==> config.mk <==
export PLATFORM = sky130hd
export DESIGN_NAME = fifo_stream_reader_flat
export DESIGN_NICKNAME = d
export VERILOG_FILES = /design/src/rtl/fifo_pkg.sv /design/src/rtl/fifo_stream_reader_if.sv /design/src/rtl/stream_skid_buf.sv /design/src/rtl/fifo_stream_reader.sv /design/src/flat_wrapper.sv
export SDC_FILE = /design/constraint.sdc
export NUM_CORES = 1
export LEC_CHECK = 0
export BUFFER_PORTS_ARGS = -buffer_cell sky130_fd_sc_hd__buf_2
export CAP_MARGIN = 20
export CORE_ASPECT_RATIO = 0.8
export CORE_MARGIN = 5
export CORE_UTILIZATION = 30
export CTS_BUF_LIST = sky130_fd_sc_hd__clkbuf_8
export DETAILED_ROUTE_END_ITERATION = 10
export GPL_ROUTABILITY_DRIVEN = 0
export SYNTH_ARGS = -nofsm -noshare
export SYNTH_HDL_FRONTEND = slang
export SYNTH_SLANG_ARGS = --single-unit
==> constraint.sdc <==
create_clock -name clk -period 5.6 [get_ports clk]
set_input_delay 1.12 -clock clk [delete_from_list [all_inputs] [get_ports clk]]
set_output_delay 1.12 -clock clk [all_outputs]
set_load 0.02 [all_outputs]
==> src/rtl/fifo_pkg.sv <==
// -----------------------------------------------------------------------------
// fifo_pkg
// Shared definitions for the synchronous FIFO family and its read-side engine.
//   DEFAULT_DATA_WIDTH : default FIFO word / stream data width
//   DEFAULT_BURST_LEN  : default number of words per stream burst
//   occ_e              : occupancy of the 2-entry output buffer
// -----------------------------------------------------------------------------
package fifo_pkg;

   localparam int DEFAULT_DATA_WIDTH = 8;
   localparam int DEFAULT_BURST_LEN  = 10;

   typedef enum logic [1:0] {
      EMPTY = 2'd0,
      ONE   = 2'd1,
      TWO   = 2'd2
   } occ_e;

endpackage

==> src/rtl/fifo_stream_reader_if.sv <==
// -----------------------------------------------------------------------------
// fifo_stream_reader_if
// Bundles the FIFO read-port and the outgoing valid/ready stream of
// fifo_stream_reader.
//   fifo_empty / fifo_data / fifo_r_en : FIFO read port
//   m_valid / m_ready / m_data / m_last : output stream
//   burst_cnt                           : words accepted in the current burst
// Modports:
//   master : the reader engine (drives r_en and the stream)
//   slave  : the environment (FIFO + downstream consumer)
// -----------------------------------------------------------------------------
interface fifo_stream_reader_if #(
   parameter int DATA_WIDTH = fifo_pkg::DEFAULT_DATA_WIDTH,
   parameter int BURST_LEN  = fifo_pkg::DEFAULT_BURST_LEN
) ();

   localparam int CNT_W = $clog2(BURST_LEN + 1);

   logic                  fifo_empty;
   logic [DATA_WIDTH-1:0] fifo_data;
   logic                  fifo_r_en;
   logic                  m_valid;
   logic                  m_ready;
   logic [DATA_WIDTH-1:0] m_data;
   logic                  m_last;
   logic [CNT_W-1:0]      burst_cnt;

   modport master (
      input  fifo_empty, fifo_data, m_ready,
      output fifo_r_en, m_valid, m_data, m_last, burst_cnt
   );

   modport slave (
      output fifo_empty, fifo_data, m_ready,
      input  fifo_r_en, m_valid, m_data, m_last, burst_cnt
   );

endinterface

==> src/rtl/stream_skid_buf.sv <==
// -----------------------------------------------------------------------------
// stream_skid_buf
// Two-entry in-order buffer holding words returned by the FIFO until the
// stream consumer takes them. Entry 0 is always the head.
// Ports:
//   clk, rst : clock, synchronous active-high reset
//   wr       : capture wdata at the tail this cycle
//   wdata    : word to capture
//   pop      : head word is consumed this cycle
//   head     : current head word (stream data)
//   occ      : occupancy EMPTY/ONE/TWO
//   m_valid  : buffer holds at least one word (registered)
// -----------------------------------------------------------------------------
module stream_skid_buf
   import fifo_pkg::*;
#(
   parameter int DATA_WIDTH = DEFAULT_DATA_WIDTH
) (
   input  logic                  clk,
   input  logic                  rst,
   input  logic                  wr,
   input  logic [DATA_WIDTH-1:0] wdata,
   input  logic                  pop,
   output logic [DATA_WIDTH-1:0] head,
   output occ_e                  occ,
   output logic                  m_valid
);

   occ_e                  state_q;
   logic                  valid_q;
   logic [DATA_WIDTH-1:0] entry_q [2];

   always_ff @(posedge clk) begin
      if (rst) begin
         state_q    <= EMPTY;
         valid_q    <= 1'b0;
         entry_q[0] <= '0;
         entry_q[1] <= '0;
      end else begin
         case (state_q)
            EMPTY: begin
               // Nothing to pop while empty; only a capture moves us.
               if (wr) begin
                  entry_q[0] <= wdata;
                  state_q    <= ONE;
                  valid_q    <= 1'b1;
               end
            end
            ONE: begin
               if (wr && pop) begin
                  // Head leaves and the returning word becomes the new head.
                  entry_q[0] <= wdata;
               end else if (wr) begin
                  entry_q[1] <= wdata;
                  state_q    <= TWO;
               end else if (pop) begin
                  state_q <= EMPTY;
                  valid_q <= 1'b0;
               end
            end
            TWO: begin
               if (pop) begin
                  entry_q[0] <= entry_q[1];
                  if (wr) begin
                     entry_q[1] <= wdata;
                  end else begin
                     state_q <= ONE;
                  end
               end
            end
            default: begin
               state_q <= EMPTY;
               valid_q <= 1'b0;
            end
         endcase
      end
   end

   assign head    = entry_q[0];
   assign occ     = state_q;
   assign m_valid = valid_q;

endmodule

==> src/rtl/fifo_stream_reader.sv <==
// -----------------------------------------------------------------------------
// fifo_stream_reader
// Drains a synchronous FIFO with a registered read port and presents its
// words as a valid/ready stream with a burst-boundary marker. The FIFO's
// one-cycle read latency is absorbed by a 2-entry buffer, which lets the
// engine sustain one word per cycle.
// Ports:
//   clk, rst : clock, synchronous active-high reset
//   bus      : fifo_stream_reader_if.master
//              (fifo_empty, fifo_data in; fifo_r_en out;
//               m_valid, m_data, m_last, burst_cnt out; m_ready in)
// -----------------------------------------------------------------------------
module fifo_stream_reader
   import fifo_pkg::*;
#(
   parameter int DATA_WIDTH = DEFAULT_DATA_WIDTH,
   parameter int BURST_LEN  = DEFAULT_BURST_LEN
) (
   input  logic                 clk,
   input  logic                 rst,
   fifo_stream_reader_if.master bus
);

   localparam int               CNT_W    = $clog2(BURST_LEN + 1);
   localparam logic [CNT_W-1:0] LAST_CNT = CNT_W'(BURST_LEN - 1);

   occ_e                  occ;
   logic                  buf_valid;
   logic [DATA_WIDTH-1:0] head;
   logic                  pop;
   logic [2:0]            occ_sum;
   logic                  r_en;
   logic                  inflight_q, inflight_d;
   logic [CNT_W-1:0]      burst_cnt_q, burst_cnt_d;

   always_comb begin
      pop = buf_valid & bus.m_ready;
      // Words that will be held after this edge, counting the one returning
      // now. Only issue a pop if its data will find a free slot next cycle.
      occ_sum = 3'(occ) + 3'(inflight_q) - 3'(pop);
      r_en    = !rst && !bus.fifo_empty && (occ_sum < 3'd2);

      inflight_d  = r_en;
      burst_cnt_d = burst_cnt_q;
      if (pop) begin
         burst_cnt_d = (burst_cnt_q == LAST_CNT) ? '0 : burst_cnt_q + CNT_W'(1);
      end
   end

   // Clearing inflight_q on reset drops the word returning right after reset.
   always_ff @(posedge clk) begin
      if (rst) begin
         inflight_q  <= 1'b0;
         burst_cnt_q <= '0;
      end else begin
         inflight_q  <= inflight_d;
         burst_cnt_q <= burst_cnt_d;
      end
   end

   stream_skid_buf #(
      .DATA_WIDTH (DATA_WIDTH)
   ) u_skid (
      .clk     (clk),
      .rst     (rst),
      .wr      (inflight_q),
      .wdata   (bus.fifo_data),
      .pop     (pop),
      .head    (head),
      .occ     (occ),
      .m_valid (buf_valid)
   );

   assign bus.fifo_r_en = r_en;
   assign bus.m_valid   = buf_valid;
   assign bus.m_data    = head;
   assign bus.m_last    = buf_valid & (burst_cnt_q == LAST_CNT);
   assign bus.burst_cnt = burst_cnt_q;

endmodule

==> src/flat_wrapper.sv <==
// flat-port wrapper written by rule: the top's interface ports become plain ports
module fifo_stream_reader_flat import fifo_pkg::*;
#(
   parameter int DATA_WIDTH = DEFAULT_DATA_WIDTH,
   parameter int BURST_LEN  = DEFAULT_BURST_LEN
)
  (clk, rst, bus_fifo_empty, bus_fifo_data, bus_m_ready, bus_fifo_r_en, bus_m_valid, bus_m_data, bus_m_last, bus_burst_cnt);
  fifo_stream_reader_if #(.DATA_WIDTH(DATA_WIDTH), .BURST_LEN(BURST_LEN)) bus_i ();
  input  logic clk;
  input  logic rst;
  input wire logic [$bits(bus_i.fifo_empty)-1:0] bus_fifo_empty;
  input wire logic [$bits(bus_i.fifo_data)-1:0] bus_fifo_data;
  input wire logic [$bits(bus_i.m_ready)-1:0] bus_m_ready;
  output wire logic [$bits(bus_i.fifo_r_en)-1:0] bus_fifo_r_en;
  output wire logic [$bits(bus_i.m_valid)-1:0] bus_m_valid;
  output wire logic [$bits(bus_i.m_data)-1:0] bus_m_data;
  output wire logic [$bits(bus_i.m_last)-1:0] bus_m_last;
  output wire logic [$bits(bus_i.burst_cnt)-1:0] bus_burst_cnt;
  assign bus_i.fifo_empty = bus_fifo_empty;
  assign bus_i.fifo_data = bus_fifo_data;
  assign bus_i.m_ready = bus_m_ready;
  assign bus_fifo_r_en = bus_i.fifo_r_en;
  assign bus_m_valid = bus_i.m_valid;
  assign bus_m_data = bus_i.m_data;
  assign bus_m_last = bus_i.m_last;
  assign bus_burst_cnt = bus_i.burst_cnt;
  fifo_stream_reader #(.DATA_WIDTH(DATA_WIDTH), .BURST_LEN(BURST_LEN)) u_core (.clk(clk), .rst(rst), .bus(bus_i));
endmodule
* Word-level counts from Yosys, hierarchy flattened *
Memory sizes are Yosys's and may differ from the RTL's.
Index checks and enable logic that the tools add are counted.

storage, ports and cells
  flip-flop bits (word level) = 8
  RAM bits = 16
  input port bits = 12
  word-level logic and storage cells = 75
  memories kept = 1

cells by class
  add/sub/neg operators = 3
  magnitude comparators = 1
  eq/ne operators = 10
  muxes and demuxes = 40
  bitwise gates (word level) = 8
  reduce and logical (&&, ||, !) cells = 8

memories
  memory                 words  bits a word  rd ports  clocked after Yosys merged registers in  write ports  RTL line               text
  u_core.u_skid.entry_q  2      8            2         0                                        2            stream_skid_buf.sv:31  logic [DATA_WIDTH-1:0] entry_q [2];

operators with widths
  operator                                                     number
  2-to-1 mux 8 bit                                             5
  2-to-1 mux 1 bit                                             26
  2-to-1 mux 2 bit                                             6
  != test 2 bit (second input constant)                        5
  AND reduction 5 bit                                          2
  case mux 2 bit (3 select lines)                              1
  OR 1 bit                                                     5
  adder 4 x 1 -> 4 bit (second input constant)                 1
  == test 4 bit (second input constant)                        1
  2-to-1 mux 4 bit                                             1
  adder 2 x 1 -> 3 bit                                         1
  logical AND 1 bit                                            3
  less-than comparator 3 x 2 -> 1 bit (second input constant)  1
  != test 3 x 2 -> 1 bit (second input constant)               1
  case mux 1 bit (3 select lines)                              1
  subtractor 3 x 1 -> 3 bit                                    1
  bitwise AND 1 bit                                            2
  == test 2 x 1 -> 1 bit (second input constant)               1
  == test 2 bit (second input constant)                        1
  zero test 1 bit                                              2
  zero test 2 bit                                              1
  != test 2 x 1 -> 1 bit (second input constant)               1
  inverter 1 bit                                               1

* Longest topological paths before layout *
  depth in word-level cells = 8
  mapped depth = 7
  depth with buffers taken out = 6

* Modules after synthesis *
Synthesis repeated with hierarchy kept, for this count alone.

unflattened totals
  cell total of the unflattened synthesis = 94
  area total of the unflattened synthesis = 1193.6 sq um

modules (own cells, without submodules)
  module              instances  cells each  area each (sq um)  sequential area each (sq um)
  stream_skid_buf     1          65          902.1              540.5
  fifo_stream_reader  1          29          291.5              100.1

* Worst setup path after synthesis *
OpenSTA, ideal clock, no wires.

  path kind = input port to output port
  start = input port bus_m_ready
  end = output port bus_fifo_r_en
  arrival time = 2921 ps
  data required time = 4480 ps
  path slack = 1559 ps
  stages = 6
  buffers on the path = 0
  cell sequence = nand2_2 -> ha_1 -> nand2b_1 -> fa_1 -> xor2_1 -> nor4b_1

on the way
  word-level cells in the longest chain between the ends = 4

RTL lines
  element                              RTL line                  text
  start, declared                      flat_wrapper.sv:13        input wire logic [$bits(bus_i.m_ready)-1:0] bus_m_ready;
  bitwise AND 1 bit                    fifo_stream_reader.sv:37  pop = buf_valid & bus.m_ready;
  subtractor 3 x 1 -> 3 bit            fifo_stream_reader.sv:40  occ_sum = 3'(occ) + 3'(inflight_q) - 3'(pop);
  less-than comparator 3 x 2 -> 1 bit  fifo_stream_reader.sv:41  r_en = !rst && !bus.fifo_empty && (occ_sum < 3'd2);
  logical AND 1 bit                    fifo_stream_reader.sv:41
  end, declared                        flat_wrapper.sv:14        output wire logic [$bits(bus_i.fifo_r_en)-1:0] bus_fifo_r_en;

Every way passes these cells.

* Worst setup path in the final report *
Ends and elaborated chain as after synthesis.

==> qor.yml <==
floorplan:
  fp.dieH_microns: 67.2
  die-area_sq_um: 5470
  die_w_microns: 81.4
  coreArea_sq_um: 3880
  core.rowCount: 20
  ios: 27
  start_util_pct: 31.6
clocking:
  cts_tree: "built"
  cts_buffer_depth: 2
  postCtsHoldBufs: 0
  clock_latency_ns: 0.26
  ctsResizeCount: 0
  cts_made_buffers: 3
  path_clk_slew_ns: 0.08
  cts_root_buf: "clkbuf_8"
  postCtsSetupBuffers: 0
  cts_htree_levels: 1
  cts_sinks: 24
synthesis:
  ys_seq_elements: 24
  yosysWarnings: 0
  synth_cells: 104
  ys_types: 39
  synth_seq_area_share_pct: 52.3
  syn_area_sq_um: 1220
  avgSynthCellArea_sq_um: 11.8
  yosys-top-cells-area: "edfxtp_1 39%, dfxtp_1 13%, buf_4 5.5%, o21a_1 4.9%, a22o_1 4.3%"
  synth_area_leader_cell: "edfxtp_1"
  synthDominantCellAreaShare_pct: 39.2
  syn_nets: 118
route:
  wl_mm: 2.16
  wl_per_cell_microns: 12.3
  via_per_inst: 4.72
  dr.pass1.iters: 4
  vias: 830
  drt_iter0_markers: 20
  detail-route-antenna-nets: 0
  drcViolationCount: 0
cells_and_area:
  syn2layout_area_growth_pct: 14.0
  fin_util_pct: 36.0
  fill_cells: 390
  drive_above_1_share_pct: 31.4
  multi_input_area_sq_um: 465
  nets: 136
  regArea_sq_um: 641
  n_antenna_cell: 0
critical_path:
  timing_worst_setup_path_type: "input pin to output port"
  end_kind: "output port"
  worstPathMaxFanout: 7
  crit_path_start_kind: "input pin"
  arrival_ns: 2.89
  crit_required_ns: 4.48
sta:
  slew_headroom_pct: 48.7
  timing.hold.ws_ns: 0.531
  finalCritPeriodShare_pct: 71.6
  setup_viol: 0
  finClkSkew_ns: 0.00104
  final_max_slew_viol_count: 0
  min_period_ns: 4.01
  tns_ns: 0
  rsz0062_at_grt: "no"
  max_freq_mhz: 249
  hold_viol: 0
  worst_pin_slew_ns: 0.769
pwr:
  power.switching_uw: 110
  p_clk_share_pct: 33.7
  power_density_nw_per_um2: 318
  leakage_uw: 0.000549
  seq_power_share_pct: 49.7
  ir_worst_vdd_v: 0.000152
  combinationalPowerShare_pct: 16.6
  swShare_pct: 24.8
  p_int_uw: 334
placement:
  port_buffers: 26
  dpl.hpwl_mm: 1.62
global_route:
  grt_pass1_wl_mm: 3.66
  antenna_found_initial: 0
  grt_start_max_net_pins: 17
  grt_pass1_vias: 821
  overflow: 0
  grt_use_total_pct: 8.67
run_status:
  status: "finished clean"
worst_hold_path:
  hold_path.class: "flop to flop"
run:
  cap_violations: 0
-- layout by cell type, fill, tap and decap left out, drive strengths merged --
cell and n:
mux2i 1, o31ai 1, buf 26, o221ai 1, dfxtp 8, xor2 2, nand4 1, edfxtp 16
o32ai 1, xnor2 1, bufinv 1, or2 2, nor4b 3, a21oi 6, a211o 1, clkbuf 4
a22o 8, fa 1, a31oi 2, nor2 2, or3 1, nor2b 4, nand2b 2, nor3 1
o21a 8, nand2 4, nand3 3, and3b 1, inv 4, o211ai 1, ha 1, o21ai 1
a21boi 1, o21bai 1
-- cells by family after synthesis --
group	synth area share, %
mux	0.817
compound gates	19.6
xor+xnor	2.15
simple gates	12.8
buf+inv	9.70
fa+ha+maj	2.66
flops	52.3
-- worst paths after layout --
kind                                                        endpoint  slack, ns                                 start  cells past startpoint
worst min-delay path            u_core.bus.burst_cnt[3]$_SDFFE_PP0P_       0.53  u_core.bus.burst_cnt[3]$_SDFFE_PP0P_                      2
worst max register to register          u_core.inflight_q$_SDFF_PP0_       3.56    u_core.u_skid.m_valid$_SDFFE_PP0P_                      6
worst min register to register  u_core.bus.burst_cnt[3]$_SDFFE_PP0P_       0.53  u_core.bus.burst_cnt[3]$_SDFFE_PP0P_                      2
worst max-delay path                                   bus_fifo_r_en       1.59                           bus_m_ready                      8
-- cell type report --
type,count,share of cell area (%)
clock buffer,3,2.96
clock inverter,1,2.15
inverter,4,1.08
multi-input combinational,62,33.3
sequential,24,45.9
tap,55,4.93
timing repair buffer,27,9.68
-- registers in the layout (all words and copies together), names as in the netlist --
name	cells
u_core.u_skid.entry_q	16
u_core.bus.burst_cnt	4
u_core.u_skid.occ	2
u_core.inflight_q	1
u_core.u_skid.m_valid	1
-- cells in the mapped netlist (all sizes together) --
cell type and count:
o221ai 1, mux2i 1, nor2 2, and3b 1, or2 2, o211ai 1
buf 13, a22o 8, a21boi 1, nand2 4, xor2 2, nor2b 4
o32ai 1, nand4 1, inv 4, nor3 1, nand2b 2, o31ai 1
nand3 3, edfxtp 16, clkbuf 1, ha 1, a211o 1, xnor2 1
a31oi 2, o21a 8, or3 1, a21oi 6, o21ai 1, o21bai 1
dfxtp 8, fa 1, nor4b 3
-- stage by stage --
stage               total power, uW  std cells  worst slack (ns)  area [sq um]
finish                          445        176              1.59          1400
global route                    466        176              1.47          1400
CTS                             449        175              1.58          1390
detailed placement              300        171              1.58          1320
global placement                298        171              1.65          1320
floorplan                       288        104              1.56          1220
-- critical path: stages --
cell and delay, ns:
buf_2 0.15, nand2_2 0.13, ha_1 0.30, nand2b_1 0.16, fa_1 0.42, xor2_1 0.16
nor4b_1 0.24, buf_2 0.21
-- power by group through the flow --
stage	clock network, uW	logic (uW)	registers [uW]
finish	150	73.7	221
global placement	0	72.4	225
floorplan	0	66.6	222
detailed placement	0	74.2	225
CTS	153	74.4	221
global route	161	81.3	224
-- metal layers --
metal | vias up | GRT usage (%) | wire [microns]
met5 | - | 0 | 0
met4 | 0 | 5.06 | 24
met3 | 4 | 2.13 | 100
met2 | 17 | 13.5 | 1070
met1 | 397 | 10.9 | 963
li1 | 412 | - | -
(Power assumes the default switching activity.)
